$ cat config.mk
export PLATFORM = sky130hd
export DESIGN_NAME = shift_reg_n
export DESIGN_NICKNAME = d
export VERILOG_FILES = /design/src/rtl/shift_reg_n.sv
export SDC_FILE = /design/constraint.sdc
export NUM_CORES = 1
export LEC_CHECK = 0
export CAP_MARGIN = 20
export CORE_ASPECT_RATIO = 1.25
export CORE_MARGIN = 8
export CORE_UTILIZATION = 49
export CTS_CLUSTER_SIZE = 8
export DETAILED_ROUTE_END_ITERATION = 8
export PLACE_DENSITY = 0.95
export SLEW_MARGIN = 5
export SYNTH_ARGS = -nofsm -noshare
export SYNTH_HDL_FRONTEND = slang
export SYNTH_SLANG_ARGS = --single-unit
$ cat constraint.sdc
create_clock -name clk_i -period 3.78 [get_ports clk_i]
set_input_delay 0.378 -clock clk_i [delete_from_list [all_inputs] [get_ports clk_i]]
set_output_delay 0.378 -clock clk_i [all_outputs]
set_load 0.01 [all_outputs]
$ cat src/rtl/shift_reg_n.sv
// N-bit shift register: single-step hold/shift/load plus a counted burst shift FSM.
// Optional SHIFT_REG_ROTATE_EN adds rotate_i, recirculating the outgoing bit on shifts.
module shift_reg_n #(
  parameter int                 WIDTH       = 8,
  parameter logic [WIDTH-1:0]   RESET_VALUE = '0
) (
  input  logic                         clk_i,
  input  logic                         rst_ni,
  input  logic                         en_i,
  input  logic [1:0]                   mode_i,
  input  logic [WIDTH-1:0]             d_i,
  input  logic                         sin_r_i,
  input  logic                         sin_l_i,
`ifdef SHIFT_REG_ROTATE_EN
  input  logic                         rotate_i,
`endif
  input  logic                         start_i,
  input  logic                         dir_i,
  input  logic [$clog2(WIDTH+1)-1:0]   amount_i,
  output logic [WIDTH-1:0]             q_o,
  output logic                         sout_r_o,
  output logic                         sout_l_o,
  output logic                         busy_o,
  output logic                         done_o
);

  localparam int CW = $clog2(WIDTH+1);
  localparam logic [CW-1:0] CNT_MAX = CW'(WIDTH);
  localparam logic [CW-1:0] CNT_ONE = CW'(1);

  typedef enum logic {IDLE = 1'b0, BURST = 1'b1} state_e;

  state_e            state_q;
  logic [WIDTH-1:0]  q_q;
  logic [CW-1:0]     cnt_q;
  logic              dir_q;
  logic              busy_q;
  logic              done_q;

  logic              rot;
  logic              rin_r, rin_l;
  logic [WIDTH-1:0]  shr, shl;
  logic [CW-1:0]     amt_sat;

`ifdef SHIFT_REG_ROTATE_EN
  assign rot = rotate_i;
`else
  assign rot = 1'b0;
`endif

  // With rotate, the bit leaving one end re-enters at the other.
  assign rin_r   = rot ? q_q[0]       : sin_r_i;
  assign rin_l   = rot ? q_q[WIDTH-1] : sin_l_i;
  assign shr     = {rin_r, q_q[WIDTH-1:1]};
  assign shl     = {q_q[WIDTH-2:0], rin_l};
  assign amt_sat = (amount_i > CNT_MAX) ? CNT_MAX : amount_i;

  always_ff @(posedge clk_i or negedge rst_ni) begin
    if (!rst_ni) begin
      state_q <= IDLE;
      q_q     <= RESET_VALUE;
      cnt_q   <= '0;
      dir_q   <= 1'b0;
      busy_q  <= 1'b0;
      done_q  <= 1'b0;
    end else begin
      done_q <= 1'b0;
      case (state_q)
        IDLE: begin
          if (start_i) begin
            // Start wins over en/mode; q is left alone on the accept cycle.
            dir_q <= dir_i;
            cnt_q <= amt_sat;
            if (amt_sat != '0) begin
              state_q <= BURST;
              busy_q  <= 1'b1;
            end else begin
              done_q  <= 1'b1;
            end
          end else if (en_i) begin
            case (mode_i)
              2'b01:   q_q <= shr;
              2'b10:   q_q <= shl;
              2'b11:   q_q <= d_i;
              default: q_q <= q_q;
            endcase
          end
        end
        BURST: begin
          q_q   <= dir_q ? shl : shr;
          cnt_q <= cnt_q - CNT_ONE;
          if (cnt_q == CNT_ONE) begin
            state_q <= IDLE;
            busy_q  <= 1'b0;
            done_q  <= 1'b1;
          end
        end
        default: begin
          state_q <= IDLE;
          busy_q  <= 1'b0;
        end
      endcase
    end
  end

  assign q_o      = q_q;
  assign sout_r_o = q_q[0];
  assign sout_l_o = q_q[WIDTH-1];
  assign busy_o   = busy_q;
  assign done_o   = done_q;

  a_busy_done_excl: assert property (@(posedge clk_i) disable iff (!rst_ni) !(busy_q && done_q));
  a_busy_state:     assert property (@(posedge clk_i) disable iff (!rst_ni) busy_q == (state_q == BURST));

endmodule

==> impl_results.md <==
* Run status: complete, no violations
* Synth Cell Area at 1040 µm²
* Row count at 18
* Worst Path Buf+Inv at 1
* Critical Path, Cell by Cell: clkdlybuf4s50_1 -> nor2_2 -> o21a_4 -> a221o_1
* Worst-Margin Slew at 0.726 ns
* Power Total at 0.928 mW
* Worst path arrival time at 1.92 ns
* Crit end category: flip-flop
* Initial DRC count at 19
* Io pins at 33
* Post-Synth Adder-Cell Area at 2.40%
* Largest net degree at the start of global routing at 18
* Main combinational cell family by area after synthesis: compound AO/OA/AOI/OAI gates
* Share of layout cells above drive strength 1 at 6.62%
* Slew Limit Fails at 0
* DR WL/cell at 16.7 µm
* Vias per cell at 6.06
* Min Hold Slack at 0.513 ns
* Final setup TNS at 0 ns
* EDFF count, synth at 0
* Core footprint at 2000 µm²
* Die area at 3870 µm²
* CP max stage cell: clkdlybuf4s50_1
* Critical path data required time at 3.96 ns
* Mapped Cells at 108
* Slew margin rel. at 51.4%
* Post-route DRC violation count at 0
* Total wire length at 2600 µm
* FFs w/ async S/R, synth at 100%
* Crit path time final at 1.74 ns
* Clock H-tree levels at 1
* Number of synthesis warnings at 0
* Vias in the first global route at 966
* Compound-Gate Fraction of Synth Area at 19.1%
* Post-synthesis xor/xnor area fraction at 1.68%
* Critical path class: in2reg
* Final Hold Viols at 0
* Initial core utilization at 52.0%
* Post-synth cell types at 28
* LEAKAGE at 0.608 nW
* CP startpoint kind: input port
* RSZ-0062 raised after global routing: false
* CTS clk-pin slew, worst paths at 0.10 ns
* Post-DP Area at 1340 µm²
* CTS tree: done
* Post-Route Skew at 0.00483 ns
* Final setup violation count at 0
* Die Ht at 67.6 µm
* Critical path's top delay family: buffers and inverters
* Fin crit share at 46.1%
* Pwr/cell area at 674 nW/µm²
* Placer Congestion at 0.782
* CP max FO at 9
* GRT Residual Overflow at 0
* Fillcell total at 162
* Synth Net Count at 131
* Fmax at 574 MHz
* Nets at 160
* Port Buf Inserts at 32
* Postcts setup bufs at 0
* Vias at 945
* Root Buffer: clkbuf_4
* Worst-Skew Late Latency at 0.28 ns
* Final std cell area, no fill at 1380 µm²
* Mux cell area share after synthesis at 16.4%
* Post-CTS Hold Buffers at 0
* Most used DFF post-synth: dfrtp_1
* CP max stage delay at 0.81 ns
* Global-route wire length before repair at 4350 µm
* Die Wd at 57.3 µm
* DRT Pass-1 Iters at 4
* Num Clock Sinks at 16
* Max Root-Sink Buffers at 2
* Final antenna-violating net count at 0
* Synth Area in Simple Gates at 16.0%
* Tot GR Track Use at 13.9%
* CTS Buf Count at 3
* Yosys reg bits at 16
* # resized after CTS at 0
* Max-cap viol count at 0
* Syn Area/Cell at 9.65 µm²
* Worst VDD drop at 409 µV
* Initial antenna violation count at 0
* Sequential share of the synthesized area at 38.4%
* P&R area growth vs syn at 32.1%
* Hold/Removal Path Class: in2async
* Antenna fix cells at 0
* Post-DP HPWL at 2000 µm
==> registers in the layout (all words and copies together), names as in the netlist <==
signal / count
q_o: 8
done_o: 1
cnt_q: 4
dir_q: 1
state_q: 1
busy_o: 1
==> kinds of logic after synthesis <==
logic type,Yosys count
XOR/XNOR,2
adder cells (fa/ha/maj),2
flip-flops,16
AND/OR/NAND/NOR,33
AO/OA/AOI/OAI,26
multiplexers,17
buffers and inverters,12
==> path summary, 6_finish.rpt <==
| kind | depth (start not counted) | slack (ns) | end | from |
|---|---|---|---|---|
| max in group asynchronous | 1 | 2.81 | q_o[1] | rst_ni |
| min in group clk_i | 1 | 0.51 | busy_o | busy_o |
| hold reg to reg | 1 | 0.51 | busy_o | busy_o |
| setup reg to reg | 3 | 2.23 | q_o[6] | state_q |
| setup / recovery | 4 | 2.04 | q_o[6] | mode_i[0] |
| hold / removal | 1 | 0.51 | busy_o | rst_ni |
==> where the power goes <==
part	leakage, nW	internal [mW]	switching (mW)
Clock	0.0210	0.0586	0.0570
Combinational	0.393	0.264	0.182
Sequential	0.194	0.246	0.121
==> cell type report <==
type / count / area [µm²] / share of cell area (%)
clock buffers: 4 / 36.3 / 2.64
inverters: 4 / 15.0 / 1.09
multi-input cells: 80 / 579 / 42.1
flip-flops and latches: 16 / 400 / 29.1
well taps: 20 / 25.0 / 1.82
repair buffers: 32 / 320 / 23.3
==> synth_stat cells (all sizes together) (2+ instances only) <==
cell type / count / share of area (%)
a21oi: 10 / 4.8
a221o: 8 / 7.7
a311oi: 2 / 1.7
buf: 7 / 4.1
dfrtp: 16 / 38
ha: 2 / 2.4
inv: 4 / 1.4
mux2i: 16 / 15
nand2: 4 / 1.4
nor2: 18 / 6.7
nor2b: 4 / 2.4
nor3: 2 / 1.4
nor4: 2 / 1.2
xnor2: 2 / 1.7
==> routing by layer <==
layer / part of all wire (%) / wire length, µm / GRT usage (%)
met1: 42 / 1090 / 16.1
met2: 52 / 1350 / 24.9
met3: 4.9 / 127 / 3.23
met4: 1.2 / 30 / 4.39
met5: 0 / 0 / 0
==> metrics by stage <==
stage / setup slack, ns / utilization (%) / instances
2_1_floorplan: 2.50 / - / 108
3_3_place_gp: 1.78 / 66.9 / 152
3_5_place_dp: 1.73 / 66.9 / 152
4_1_cts: 2.04 / 68.7 / 156
5_1_grt: 2.00 / 68.7 / 156
6_report: 2.04 / 68.7 / 156
==> placed cells by master, fill, tap and decap left out <==
cell type / synthesis / final
nor2b_1: 4 / 4
o21a_4: 1 / 1
nand2b_4: 1 / 1
clkbuf_8: 0 / 1
a21o_1: 1 / 1
clkdlybuf4s50_1: 0 / 32
dfrtp_1: 16 / 16
inv_1: 4 / 4
nor3_2: 1 / 1
xnor2_1: 2 / 2
o21ai_0: 1 / 1
nor3_1: 1 / 1
nor2_1: 17 / 17
a311oi_1: 2 / 2
ha_1: 2 / 2
a32oi_1: 1 / 1
nor3b_1: 1 / 1
a21oi_1: 10 / 10
clkbuf_4: 0 / 3
mux2_2: 1 / 1
and2b_1: 1 / 1
a211oi_1: 1 / 1
o21bai_1: 1 / 1
mux2i_1: 16 / 16
nor4_1: 2 / 2
nand2_1: 4 / 4
nor2_2: 1 / 1
a221o_1: 8 / 8
Note: power is estimated with default switching activity, not from simulation.
